## config.mk

```make
export PLATFORM = sky130hd
export DESIGN_NAME = telem_frame_tx
export DESIGN_NICKNAME = d
export VERILOG_FILES = /design/src/rtl/telem_frame_tx.sv
export SDC_FILE = /design/constraint.sdc
export NUM_CORES = 1
export LEC_CHECK = 0
export BUFFER_PORTS_ARGS = -buffer_cell sky130_fd_sc_hd__buf_2
export CORE_UTILIZATION = 40
export DETAILED_ROUTE_END_ITERATION = 8
export HOLD_SLACK_MARGIN = 0.03
export PLACE_DENSITY = 0.6
export SLEW_MARGIN = 15
export SYNTH_ARGS = -nofsm -noshare
export SYNTH_HDL_FRONTEND = slang
export SYNTH_SLANG_ARGS = --single-unit
```

## constraint.sdc

```tcl
create_clock -name clk -period 5.1 [get_ports clk]
set_input_delay 0.51 -clock clk [delete_from_list [all_inputs] [get_ports clk]]
set_output_delay 0.51 -clock clk [all_outputs]
set_load 0.005 [all_outputs]
```

## src/rtl/telem_frame_tx.sv

```systemverilog
// Telemetry frame transmitter: on a snd pulse, snapshots the payload and emits
// HDR, payload bytes (MSB-byte first), then an inverted-sum checksum, pacing
// each byte on rising edges of the UART transmitter's tx_done.
`timescale 1ns / 1ps

module telem_frame_tx #(
    parameter int unsigned NUM_BYTES = 6,
    parameter logic [7:0]  HDR       = 8'hA5
) (
    input  logic                   clk,
    input  logic                   rst_n,
    input  logic                   snd,
    input  logic [8*NUM_BYTES-1:0] payload,
    input  logic                   tx_done,
    output logic                   trmt,
    output logic [7:0]             tx_data,
    output logic                   busy,
    output logic                   frm_done
);

    localparam int unsigned IW = $clog2(NUM_BYTES + 2);
    // Index value while the checksum byte is in flight.
    localparam logic [IW-1:0] LastIdx = IW'(NUM_BYTES + 1);
    localparam logic [IW-1:0] NumB    = IW'(NUM_BYTES);

    typedef enum logic [1:0] {
        StIdle = 2'd0,
        StWait = 2'd1,
        StSend = 2'd2
    } state_e;

    state_e                 state_q, state_d;
    logic [IW-1:0]          idx_q, idx_d;
    logic [7:0]             acc_q, acc_d;
    logic [8*NUM_BYTES-1:0] shadow_q, shadow_d;
    logic [7:0]             tx_data_q, tx_data_d;
    logic                   trmt_q, trmt_d;
    logic                   busy_q, busy_d;
    logic                   frm_done_q, frm_done_d;
    logic                   tx_done_q;
    logic                   rise;
    logic [7:0]             pay_byte;

    assign rise     = tx_done & ~tx_done_q;
    assign trmt     = trmt_q;
    assign tx_data  = tx_data_q;
    assign busy     = busy_q;
    assign frm_done = frm_done_q;

    // Select payload byte idx_q from the shadow copy (byte 0 is the top byte).
    always_comb begin
        pay_byte = 8'h00;
        for (int i = 0; i < int'(NUM_BYTES); i++) begin
            if (idx_q == i[IW-1:0]) begin
                pay_byte = shadow_q[8*(int'(NUM_BYTES)-1-i) +: 8];
            end
        end
    end

    // Next-state and registered-output logic for the framing FSM.
    always_comb begin
        state_d    = state_q;
        idx_d      = idx_q;
        acc_d      = acc_q;
        shadow_d   = shadow_q;
        tx_data_d  = tx_data_q;
        trmt_d     = 1'b0;
        busy_d     = busy_q;
        frm_done_d = 1'b0;

        unique case (state_q)
            StIdle: begin
                busy_d = 1'b0;
                if (snd) begin
                    shadow_d  = payload;
                    tx_data_d = HDR;
                    acc_d     = HDR;
                    idx_d     = '0;
                    busy_d    = 1'b1;
                    trmt_d    = 1'b1;
                    state_d   = StWait;
                end
            end
            StWait: begin
                if (rise) begin
                    if (idx_q == LastIdx) begin
                        // Checksum byte has completed.
                        state_d    = StIdle;
                        frm_done_d = 1'b1;
                        busy_d     = 1'b0;
                    end else begin
                        state_d = StSend;
                    end
                end
            end
            StSend: begin
                trmt_d  = 1'b1;
                idx_d   = idx_q + IW'(1);
                state_d = StWait;
                if (idx_q < NumB) begin
                    tx_data_d = pay_byte;
                    acc_d     = acc_q + pay_byte;
                end else begin
                    tx_data_d = ~acc_q;
                end
            end
            default: begin
                state_d = StIdle;
            end
        endcase
    end

    // State and output registers with asynchronous active-low reset.
    always_ff @(posedge clk or negedge rst_n) begin
        if (!rst_n) begin
            state_q    <= StIdle;
            idx_q      <= '0;
            acc_q      <= 8'h00;
            shadow_q   <= '0;
            tx_data_q  <= 8'h00;
            trmt_q     <= 1'b0;
            busy_q     <= 1'b0;
            frm_done_q <= 1'b0;
            tx_done_q  <= 1'b0;
        end else begin
            state_q    <= state_d;
            idx_q      <= idx_d;
            acc_q      <= acc_d;
            shadow_q   <= shadow_d;
            tx_data_q  <= tx_data_d;
            trmt_q     <= trmt_d;
            busy_q     <= busy_d;
            frm_done_q <= frm_done_d;
            tx_done_q  <= tx_done;
        end
    end

endmodule

```

---- After elaboration in Yosys (flattened, before gate mapping) ----
Index checks and enable logic that the tools add are counted.
Widths: inputs -> output; s select.
operators by class
  reductions and logical operators ........ 9
  equality and inequality tests ........... 12
  $lt $le $gt $ge ......................... 1
  divide/modulo/power cells ............... 0
  bitwise gates (word level) .............. 3
  multiply operators ...................... 0
  shift operators ......................... 0
  add/sub/neg operators ................... 2
  mux-type cells .......................... 25
operators with widths
  cell                 count
  $mux 8               9
  $pmux 8 s2           2
  $eq 3x3->1 const B   3
  $add 8x8->8          1
  $ne 2x2->1 const B   4
  $not 8->8            1
  $eq 3x2->1 const B   2
  $mux 1               6
  $mux 2               3
  $pmux 2 s3           1
  $pmux 3 s2           1
  $reduce_and 2->1     3
  $reduce_and 3->1     2
  $pmux 1 s2           2
  $reduce_bool 2->1    2
  $add 3x1->3 const B  1
  $eq 3x1->1 const B   1
  $logic_not 3->1      1
  $lt 3x3->1 const B   1
  $mux 3               1
  $eq 2x1->1 const B   1
  $eq 2x2->1 const B   1
  $logic_not 2->1      1
  $and 1x1->1          1
  $not 1->1            1
word-level totals
  memory bits (read-only) ................. 0
  bits in registers ....................... 73
  latch bits .............................. 0
  input bits .............................. 52
  word-level logic and storage cells ...... 61
  memories kept ........................... 0
  output and inout port bits .............. 11
  memory bits (writable) .................. 0

---- Logic depth before layout (Yosys ltp) ----
Gate-level depths: netlist of the first run.
  depth after elaboration ................. 10
  gate-level depth with buffers ........... 17
  gate-level depth less buffers ........... 16

---- Least setup slack after synthesis of the first run ----
OpenSTA, ideal clock, no wires.
  path kind ............................... register -> register
  start ................................... register idx_q[1]
  end ..................................... register acc_q[6]
  library setup time ...................... 0.122 ns
  setup slack ............................. 1.981 ns
  path buffers ............................ 1
  required time ........................... 4.978 ns
  arrival time ............................ 2.997 ns
  period minus slack after synthesis ...... 3.119 ns
  stages on the path, launching flop included .. 18
  path through ............................ dfrtp_1 inv_1 ha_1 buf_4 nand2_1 o21ai_1 a221oi_1 nor3_1 o22a_1 ha_1 inv_1 fa_1 nor2b_1 o21ai_1 a21boi_1 o21a_1 or3_1 a32o_1
on the way
  word-level cells in the longest chain between the ends .. 10
  elaborated cells between the ends (all ways) .. 18
  classes of those cells .................. 1 x add/sub; 1 x order compare; 6 x eq/ne; 8 x mux; 2 x reduce/logical
ends and longest elaborated chain
  item                      line  text
  start: declaration        33    logic [IW-1:0] idx_q, idx_d;
  start signal: assignment  127   idx_q <= idx_d;
  $logic_not 3->1           54    if (idx_q == i[IW-1:0]) begin
  $mux 8 (6 in a row)       54
  $add 8x8->8               102   acc_d = acc_q + pay_byte;
  $mux 8                    100   if (idx_q < NumB) begin
  $pmux 8 s2                71    unique case (state_q)
  end signal: assignment    118   acc_q <= 8'h00;
  end signal: assignment    128   acc_q <= acc_d;
  end: declaration          34    logic [7:0] acc_q, acc_d;
Several ways; a longest one is shown, not always the timed one. The select of a mux whose other input is x is not followed.
A chain may end at the register's enable or synchronous reset.

---- Worst setup path after layout of the first run ----
Ends and elaborated chain as after synthesis.

==> metrics.txt, run 1 <==
Avg Synthesized Cell Area=11.3 um2; Root Driver=clkbuf_8; Finish-stage setup viols=0; Syn Inst Count=319; GPL Wtd Cong=0.850; max incr delay on CP=0.70 ns; total CTS buffers=9; port bufs=62; max-slew violations=0; Cell Area, Synth=3600 um2; PostCTS Resize Cnt=0; global route overflow=0; max-cap viol count=0; Iteration-0 DRC Markers=133; ys async rst share=100%; final-stage net count=447; Crit. End Element=flip-flop; final non-filler cell total=494; Comb pwr share=44.4%; placed insts=478; die area=9380 um2; Max FO, Critical Path=25; hpwl dp=5.65 mm; drt wl/cell=15.8 um; vias per inst=5.33; Worst VDD drop=0.000244 V; fmax=264 MHz; clock skew=0.00524 ns; setup TNS=0 ns; final instance area=4230 um2; Core Util, Final=48.5%; H-tree depth=3; largest net degree at the start of global routing=74; initial antenna violation count=0; Synth Flop Type=dfrtp_1; Sw Pwr=0.00101 W; row cnt=34; n_diodes=0; Multi-input gate area=1680 um2; Post-DRT Antenna Nets=0; Initial Util=41.3%; RSZ-0062 raised after global routing=no; worst-skew pair later-pin latency=0.35 ns; first-pass GRT wire length=13.7 mm; GRT Total Usage=18.4%; Sequential Power Share=37.0%; Critical-path top delay cell=ha_1; post-synthesis sequential element count=73; CTS Hold Bufs=0; clock slew at reported path FFs=0.07 ns; Worst Hold Class=input port to flip-flop; CP delay by family, top=compound AO/OA/AOI/OAI gates; share of cells above drive strength 1=32.9%; required time of the critical path=5.33 ns; Worst EP arrival=4.03 ns; placed inst area=4000 um2; PwrDens=655 nW/um2; clk sinks=73; yosys warns=0; Fill cells=804; outcome=complete, no violations; Netlist cell types=52; Tmin final=3.79 ns; TritonRoute pass-1 iters=4; Ports=63; Die Span Y=96.8 um; CTS tree=built; fin crit share=74.4%; Buf/Inv on CP=2; relative slew slack=37.8%; Leakage=1.91 nW; Net Sw Frac=36.5%; vias in the first global route=2687; crit start category=flip-flop; Worst-Margin Slew=0.933 ns; Seq/Total Area, Yosys=50.8%; total area of sequential cells=1830 um2; Die Span X=96.8 um; area delta synth->final=17.5%; Hold Vio Cnt, Final=0; number of enable flip-flop cells after synthesis=0; Clock Power Share=18.6%; post-CTS setup buffers=0; DRT Wirelength=7.81 mm; critical path start-end classification=flip-flop to flip-flop; Synth Net Count=385; Cell Chain, Critical Path=inv_1, ha_1, o21ai_1, a221oi_1, nor3_1, o22a_1, ha_1, inv_1, fa_1, nor2b_1, o21ai_1, a21boi_1, o21a_1, or3_1, a32o_1; CTS max path bufs=2; drc violations=0; total core area=8720 um2; detailed-route via count=2632; cell internal pwr=0.00176 W
==> layout by cell type, fill, tap and decap left out, drive strengths merged, types with 2 or more instances in the layout <==
| cell type | n |
|---|---|
| dfrtp | 73 |
| buf | 64 |
| mux2 | 48 |
| nand2 | 38 |
| nor2 | 17 |
| o21ai | 15 |
| a21oi | 14 |
| ha | 13 |
| nor2b | 12 |
| clkbuf | 11 |
| inv | 9 |
| nor3 | 8 |
| a221oi | 7 |
| o22a | 7 |
| o22ai | 3 |
| a221o | 3 |
| o221a | 3 |
| nand2b | 2 |
| a21o | 2 |
| and3 | 2 |
| xnor2 | 2 |
| nand3 | 2 |
| xor2 | 2 |
| clkinv | 2 |
| bufinv | 2 |
| and2 | 2 |
| or2 | 2 |
| a21boi | 2 |
==> Yosys cell counts (2+ instances only) <==
| cell | n | share of area (%) |
|---|---|---|
| nand3_1 | 2 | 0.28 |
| o221a_1 | 3 | 0.94 |
| mux2_2 | 40 | 13 |
| xnor2_1 | 2 | 0.49 |
| and3_1 | 2 | 0.35 |
| dfrtp_1 | 73 | 51 |
| buf_2 | 8 | 1.1 |
| nand2b_1 | 2 | 0.35 |
| a221o_1 | 3 | 0.83 |
| nand2_1 | 38 | 4.0 |
| ha_1 | 13 | 4.5 |
| o22ai_1 | 3 | 0.52 |
| o22a_1 | 7 | 1.7 |
| nor2b_1 | 11 | 1.9 |
| clkbuf_1 | 4 | 0.42 |
| a221oi_1 | 7 | 1.7 |
| mux2_1 | 8 | 2.5 |
| xor2_1 | 2 | 0.49 |
| o21ai_0 | 5 | 0.70 |
| a21o_1 | 2 | 0.42 |
| o21ai_1 | 10 | 1.4 |
| a21oi_1 | 13 | 1.8 |
| inv_1 | 9 | 0.94 |
| and2_1 | 2 | 0.35 |
| nor2_1 | 16 | 1.7 |
| nor3_1 | 8 | 1.1 |
==> cell families after synthesis <==
group,synth area share (%)
and+or+nand+nor,12.6
buffers and inverters,2.68
DFF,50.8
xor gates and xnor gates,0.974
adders and majority gates,5.08
AOI/OAI and AO/OA,12.9
muxes,15.0
==> final timing paths <==
check	from	endpoint	slack (ns)	cells past startpoint
max reg2reg	idx_q[1]	acc_q[6]	1.31	15
min reg2reg	shadow_q[41]	shadow_q[41]	0.50	1
max	idx_q[1]	acc_q[6]	1.31	15
min in group asynchronous	rst_n	state_q[1]	0.37	2
max in group asynchronous	rst_n	acc_q[2]	4.11	2
min	tx_done	tx_done_q	0.28	1
==> sequential cells by signal, indices dropped and copies added (netlist names) <==
register	cells
busy	1
tx_done_q	1
idx_q	3
trmt	1
shadow_q	48
state_q	2
frm_done	1
acc_q	8
tx_data	8
==> final cells by class <==
cell class	instances	share of cell area [%]
Tap cell	108	3.20
Sequential cell	73	43.2
Multi-Input combinational cell	224	39.7
Clock buffer	11	3.58
Inverter	9	0.799
Clock inverter	5	1.84
Timing Repair Buffer	64	7.70
==> per-layer routing <==
layer  GRT usage [%]  part of all wire, %  vias up
li1                -                    -     1270
met1            26.6                   50     1295
met2            27.1                   44       57
met3            4.12                  4.4       10
met4            6.54                  1.4        0
met5               0                    0        -
==> through the flow <==
stage,setup slack [ns],hold slack [ns],power (W)
floorplan,1.98,0.214,0.00194
global placement,1.52,0.475,0.00223
detailed placement,1.37,0.473,0.00226
CTS,1.34,0.272,0.00278
global route,0.941,0.268,0.00299
finish,1.31,0.278,0.00277
==> power groups by stage <==
stage | Combinational [W] | Sequential [W] | Clock (W)
finish | 0.00123 | 0.00102 | 0.000516
global route | 0.00138 | 0.00106 | 0.000556
CTS | 0.00123 | 0.00103 | 0.000528
detailed placement | 0.00122 | 0.00104 | 0
global placement | 0.00119 | 0.00103 | 0
floorplan | 0.000969 | 0.000968 | 0
==> worst register-to-register path, cell delays in order (launching register included) <==
cell,delay [ns]
dfrtp_1,0.47
inv_1,0.14
ha_1,0.70
o21ai_1,0.18
a221oi_1,0.32
nor3_1,0.10
o22a_1,0.23
ha_1,0.20
inv_1,0.07
fa_1,0.20
nor2b_1,0.06
o21ai_1,0.16
a21boi_1,0.11
o21a_1,0.19
or3_1,0.31
a32o_1,0.26
(Power assumes the default switching activity.)
==> run 2: changes to the inputs <==
==> constraint.sdc (replaced) <==
create_clock -name clk -period 3.9 [get_ports clk]
set_input_delay 0.39 -clock clk [delete_from_list [all_inputs] [get_ports clk]]
set_output_delay 0.39 -clock clk [all_outputs]
set_load 0.005 [all_outputs]
==> metrics.txt, run 2 (same netlist as run 1, synthesis figures left out) <==
CP delay by family, top=simple AND/OR/NAND/NOR gates; hold_ws=0.161 ns (-0.117 ns); Critical-path top delay cell=or4_1; drc violations=0 (unchanged); RSZ-0062 raised after global routing=no; max reg flops=48 (unchanged); relative slew slack=59.3% (+22 points); clock skew=0.00623 ns (+0.000990 ns); first-pass GRT wire length=13.8 mm (+0.66%); Worst-Margin Slew=0.610 ns (-0.323 ns); H-tree depth=3 (unchanged); worst-skew pair later-pin latency=0.35 ns (about the same); Top reg by flops=shadow_q; Root Driver=clkbuf_8; Finish-stage setup viols=0 (unchanged); critical path start-end classification=flip-flop to flip-flop; Die Span Y=96.8 um (unchanged); setup TNS=0 ns (unchanged); PwrDens=826 nW/um2 (+26%); Worst EP arrival=3.69 ns (-0.34 ns); Tmin final=3.46 ns (-0.336 ns); vias in the first global route=2730 (+1.6%); detailed-route via count=2660 (+1.1%); GPL Wtd Cong=0.864 (+1.7%); Leakage=1.90 nW (-0.77%); largest net degree at the start of global routing=31 (-58%); most frequent cells in the layout=dfrtp_1 (73), buf_2 (62), mux2_2 (40), nand2_1 (38), nor2_1 (16); max-cap viol count=0 (unchanged); final instance area=4190 um2 (-0.83%); max-slew violations=0 (unchanged); Hold Vio Cnt, Final=0 (unchanged); Post-DRT Antenna Nets=0 (unchanged); outcome=complete, no violations; CTS max path bufs=2 (unchanged); n_diodes=0 (unchanged); share of cells above drive strength 1=33.2% (+0.26 points); Iteration-0 DRC Markers=118 (-11%); Worst Hold Class=input port to flip-flop; placed inst area=4020 um2 (+0.56%); total CTS buffers=9 (unchanged); TritonRoute pass-1 iters=4 (unchanged); Ports=63 (unchanged); CTS tree=built; fin crit share=88.6% (+14 points); Worst VDD drop=0.000316 V (+29%); Crit. End Element=flip-flop; drt wl/cell=16.1 um (+1.5%); clock slew at reported path FFs=0.07 ns (about the same); initial antenna violation count=0 (unchanged); DRT Wirelength=7.93 mm (+1.5%); Fill cells=831 (+3.4%); Core Util, Final=48.1% (-0.40 points); max incr delay on CP=0.53 ns (-0.17 ns); vias per inst=5.38 (+1.1%); Buf/Inv on CP=2 (unchanged); GRT Total Usage=18.6% (+0.18 points); crit start category=flip-flop; Die Span X=96.8 um (unchanged); clk sinks=73 (unchanged); required time of the critical path=4.13 ns (-1.20 ns); Initial Util=41.3% (unchanged); most frequent standard cell in the layout excluding fill and tap cells=dfrtp_1; hpwl dp=5.90 mm (+4.4%); fmax=289 MHz (+9.7%); power consumption=0.00346 W (+25%); global route overflow=0 (unchanged); total core area=8720 um2 (unchanged); Max FO, Critical Path=14 (-44%); port bufs=62 (unchanged); Cell Chain, Critical Path=inv_1, ha_2, and2_1, nor3_1, o22ai_1, inv_1, ha_1, a21o_1, nand4_1, a21oi_1, or4_1, o211ai_1, a21oi_1; row cnt=34 (unchanged); die area=9380 um2 (unchanged); area delta synth->final=16.5%; final-stage net count=451 (+0.89%)
-- run 2: worst reg2reg max path, delay by kind of cell, from the launching register on --
kind	cells	cell delay, ns
fa+ha+maj	2	0.64
simple gates	4	1.18
flops	1	0.48
compound gates	5	0.81
buf+inv	2	0.24
-- run 2: routing by layer --
metal	share of wire [%]	routed length, um	track usage, %
met1	49	3860	26.3
met2	45	3550	27.2
met3	4.5	358	4.12
met4	2.0	162	8.38
met5	0	0	0
-- run 2: final timing paths --
kind	start	end	slack, ns	depth (start not counted)
max	idx_q[1]	acc_q[7]	0.44	13
max in group asynchronous	rst_n	shadow_q[2]	2.59	3
min reg2reg	shadow_q[46]	shadow_q[46]	0.50	1
min	tx_done	tx_done_q	0.16	1
min in group asynchronous	rst_n	frm_done	0.54	2
max reg2reg	idx_q[1]	acc_q[7]	0.44	13
-- run 2: final cells by class --
| type | count | area (um2) | share of cell area [%] |
|---|---|---|---|
| multi-input cells | 224 | 1680 | 40.1 |
| flip-flops and latches | 73 | 1830 | 43.6 |
| repair buffers | 68 | 358 | 8.54 |
| clock buffers | 11 | 151 | 3.61 |
| clock inverters | 1 | 5.00 | 0.119 |
| inverters | 9 | 33.8 | 0.806 |
| well taps | 108 | 135 | 3.22 |
-- run 2: repair_timing --
item                                    in CTS  in global routing
hold buffers                                 1                  0
buffers inserted                             0                  0
gates resized for setup                      0                  2
endpoints found under the hold margin       20                  0
endpoints found under the setup margin       0                  2
-- run 2: power breakdown --
group          switching, W  internal [W]
logic              0.000800      0.000813
registers          0.000239       0.00111
clock network      0.000253      0.000250
total               0.00129       0.00217
-- run 2: per-stage QoR --
stage                     worst slack, ns  instances
final                               0.444        494
after global routing                0.109        494
after CTS                           0.286        494
after detailed placement            0.298        481
after global placement              0.432        481
after floorplan                     0.781        319
==> run 3: changes to the inputs <==
--- a/config.mk
+++ b/config.mk
@@ -6,10 +6,11 @@
 export NUM_CORES = 1
 export LEC_CHECK = 0
 export BUFFER_PORTS_ARGS = -buffer_cell sky130_fd_sc_hd__buf_2
-export CORE_UTILIZATION = 40
+export CORE_UTILIZATION = 56
 export DETAILED_ROUTE_END_ITERATION = 8
+export GPL_ROUTABILITY_DRIVEN = 1
 export HOLD_SLACK_MARGIN = 0.03
-export PLACE_DENSITY = 0.6
+export PLACE_DENSITY = 0.8
 export SLEW_MARGIN = 15
 export SYNTH_ARGS = -nofsm -noshare
 export SYNTH_HDL_FRONTEND = slang
==> metrics.txt, run 3 (same netlist as run 1, synthesis figures left out) <==
Hold Vio Cnt, Final=0 (unchanged); Iteration-0 DRC Markers=151 (+28%); H-tree depth=3 (unchanged); Worst-Margin Slew=0.627 ns (+0.0170 ns); total core area=6060 um2 (-31%); vias in the first global route=2721 (-0.33%); Worst VDD drop=0.000491 V (+55%); initial antenna violation count=0 (unchanged); max reg flops=48 (unchanged); Initial Util=59.4% (+18 points); max-slew violations=0 (unchanged); placed inst area=3960 um2 (-1.4%); fin crit share=93.2% (+4.6 points); drt wl/cell=16.7 um (+3.7%); power consumption=0.00359 W (+3.6%); largest net degree at the start of global routing=51 (+65%); share of cells above drive strength 1=33.2% (+0.087 points); Top reg by flops=shadow_q; post-CTS setup buffers=0 (unchanged); clock skew=0.00943 ns (+0.00319 ns); row cnt=28 (-18%); TritonRoute pass-1 iters=4 (unchanged); most frequent standard cell in the layout excluding fill and tap cells=dfrtp_1; Leakage=1.91 nW (+0.48%); Max FO, Critical Path=14 (unchanged); worst-skew pair later-pin latency=0.35 ns (about the same); port bufs=62 (unchanged); CP delay by family, top=simple AND/OR/NAND/NOR gates; n_diodes=0 (unchanged); most frequent cells in the layout=dfrtp_1 (73), buf_2 (62), mux2_2 (40), nand2_1 (38), nor2_1 (16); PostCTS Resize Cnt=0 (unchanged); max incr delay on CP=0.54 ns (about the same); global route overflow=0 (unchanged); Root Driver=clkbuf_8; CTS max path bufs=2 (unchanged); Post-DRT Antenna Nets=0 (unchanged); Critical-path top delay cell=or4_1; total CTS buffers=9 (unchanged); max-cap viol count=0 (unchanged); first-pass GRT wire length=12.9 mm (-6.1%); Finish-stage setup viols=0 (unchanged); Cell Chain, Critical Path=inv_1, ha_1, and2_1, nor3_1, o22a_1, ha_1, a21o_1, a21oi_1, a21oi_1, or4_1, o211ai_1, a21oi_1; setup TNS=0 ns (unchanged); Ports=63 (unchanged); area delta synth->final=16.4% (about the same); crit start category=flip-flop; detailed-route via count=2662 (+0.075%); vias per inst=5.75 (+6.8%); RSZ-0062 raised after global routing=no; CTS Hold Bufs=0 (-1); final instance area=4190 um2 (about the same); GRT Total Usage=26.6% (+8.0 points); outcome=complete, no violations; final-stage net count=449 (-0.44%); hpwl dp=5.52 mm (-6.3%); PwrDens=856 nW/um2 (+3.7%); relative slew slack=58.2% (-1.1 points); CTS tree=built; Die Span X=82.2 um (-15%); clk sinks=73 (unchanged); hold_ws=0.0417 ns (-0.120 ns); Worst EP arrival=3.88 ns (+0.19 ns); required time of the critical path=4.14 ns (about the same); clock slew at reported path FFs=0.08 ns (about the same); Buf/Inv on CP=1 (-1); critical path start-end classification=flip-flop to flip-flop; die area=6750 um2 (-28%); Crit. End Element=flip-flop; GPL Wtd Cong=0.871 (+0.81%); fmax=275 MHz (-5.0%); CP dominant cell by count=a21oi_1; Worst Hold Class=input port to asynchronous set/reset pin; Tmin final=3.64 ns (+0.181 ns); drc violations=0 (unchanged); Die Span Y=82.2 um (-15%); DRT Wirelength=7.71 mm (-2.8%)
-- run 3: cell types whose count changed in the layout (fill, tap and decap cells not counted) --
cell           previous run  this run
buf_12                    0         1
bufinv_16                 0         1
clkinvlp_4                0         2
inv_6                     0         2
dlygate4sd3_1             1         0
ha_1                     11        12
buf_4                     5         3
clkbuf_8                 11        10
clkbuf_1                  0         1
ha_2                      2         1
clkinv_2                  1         0
-- run 3: cell type report --
| class | instances | area (um2) |
|---|---|---|
| multi-input combinational | 224 | 1680 |
| tap | 75 | 93.8 |
| sequential | 73 | 1830 |
| fill | 471 | 1870 |
| timing repair buffer | 66 | 353 |
| clock inverter | 5 | 62.6 |
| inverter | 9 | 33.8 |
| clock buffer | 11 | 141 |
-- run 3: final timing paths --
kind / to / slack (ns) / cells past startpoint / start
max reg2reg: acc_q[7] / 0.26 / 12 / idx_q[1]
min: shadow_q[46] / 0.04 / 1 / rst_n
min in group clk: tx_done_q / 0.14 / 1 / tx_done
max in group asynchronous: tx_data[0] / 2.84 / 2 / rst_n
min reg2reg: shadow_q[43] / 0.50 / 1 / shadow_q[43]
max: acc_q[7] / 0.26 / 12 / idx_q[1]
-- run 3: stage by stage --
| step | utilization [%] | instances | setup WS, ns |
|---|---|---|---|
| floorplan | - | 319 | 0.781 |
| global placement | 65.4 | 446 | 0.470 |
| detailed placement | 65.4 | 446 | 0.266 |
| CTS | 68.8 | 462 | 0.234 |
| global route | 69.1 | 463 | 0.00198 |
| finish | 69.1 | 463 | 0.263 |
-- run 3: per-layer routing --
metal  track usage [%]  vias to the layer above  wire [um]
met2              44.1                       76       3740
met1              34.1                     1292       3460
met5                 0                        -          0
li1                  -                     1280          -
met3              6.48                       14        362
met4              8.77                        0        152
-- run 3: worst register-to-register path, cell delays in order (launching register included) --
cell and delay, ns:
dfrtp_1 0.48, inv_1 0.14, ha_1 0.46, and2_1 0.44
nor3_1 0.12, o22a_1 0.23, ha_1 0.34, a21o_1 0.17
a21oi_1 0.26, a21oi_1 0.18, or4_1 0.54, o211ai_1 0.12
a21oi_1 0.06
-- run 3: power breakdown --
group	leakage [nW]	internal (W)	total, W	switching [W]
clock	0.0966	0.000318	0.000618	0.000300
combinational	0.948	0.000816	0.00164	0.000820
sequential	0.864	0.00110	0.00133	0.000229
total	1.91	0.00224	0.00359	0.00135
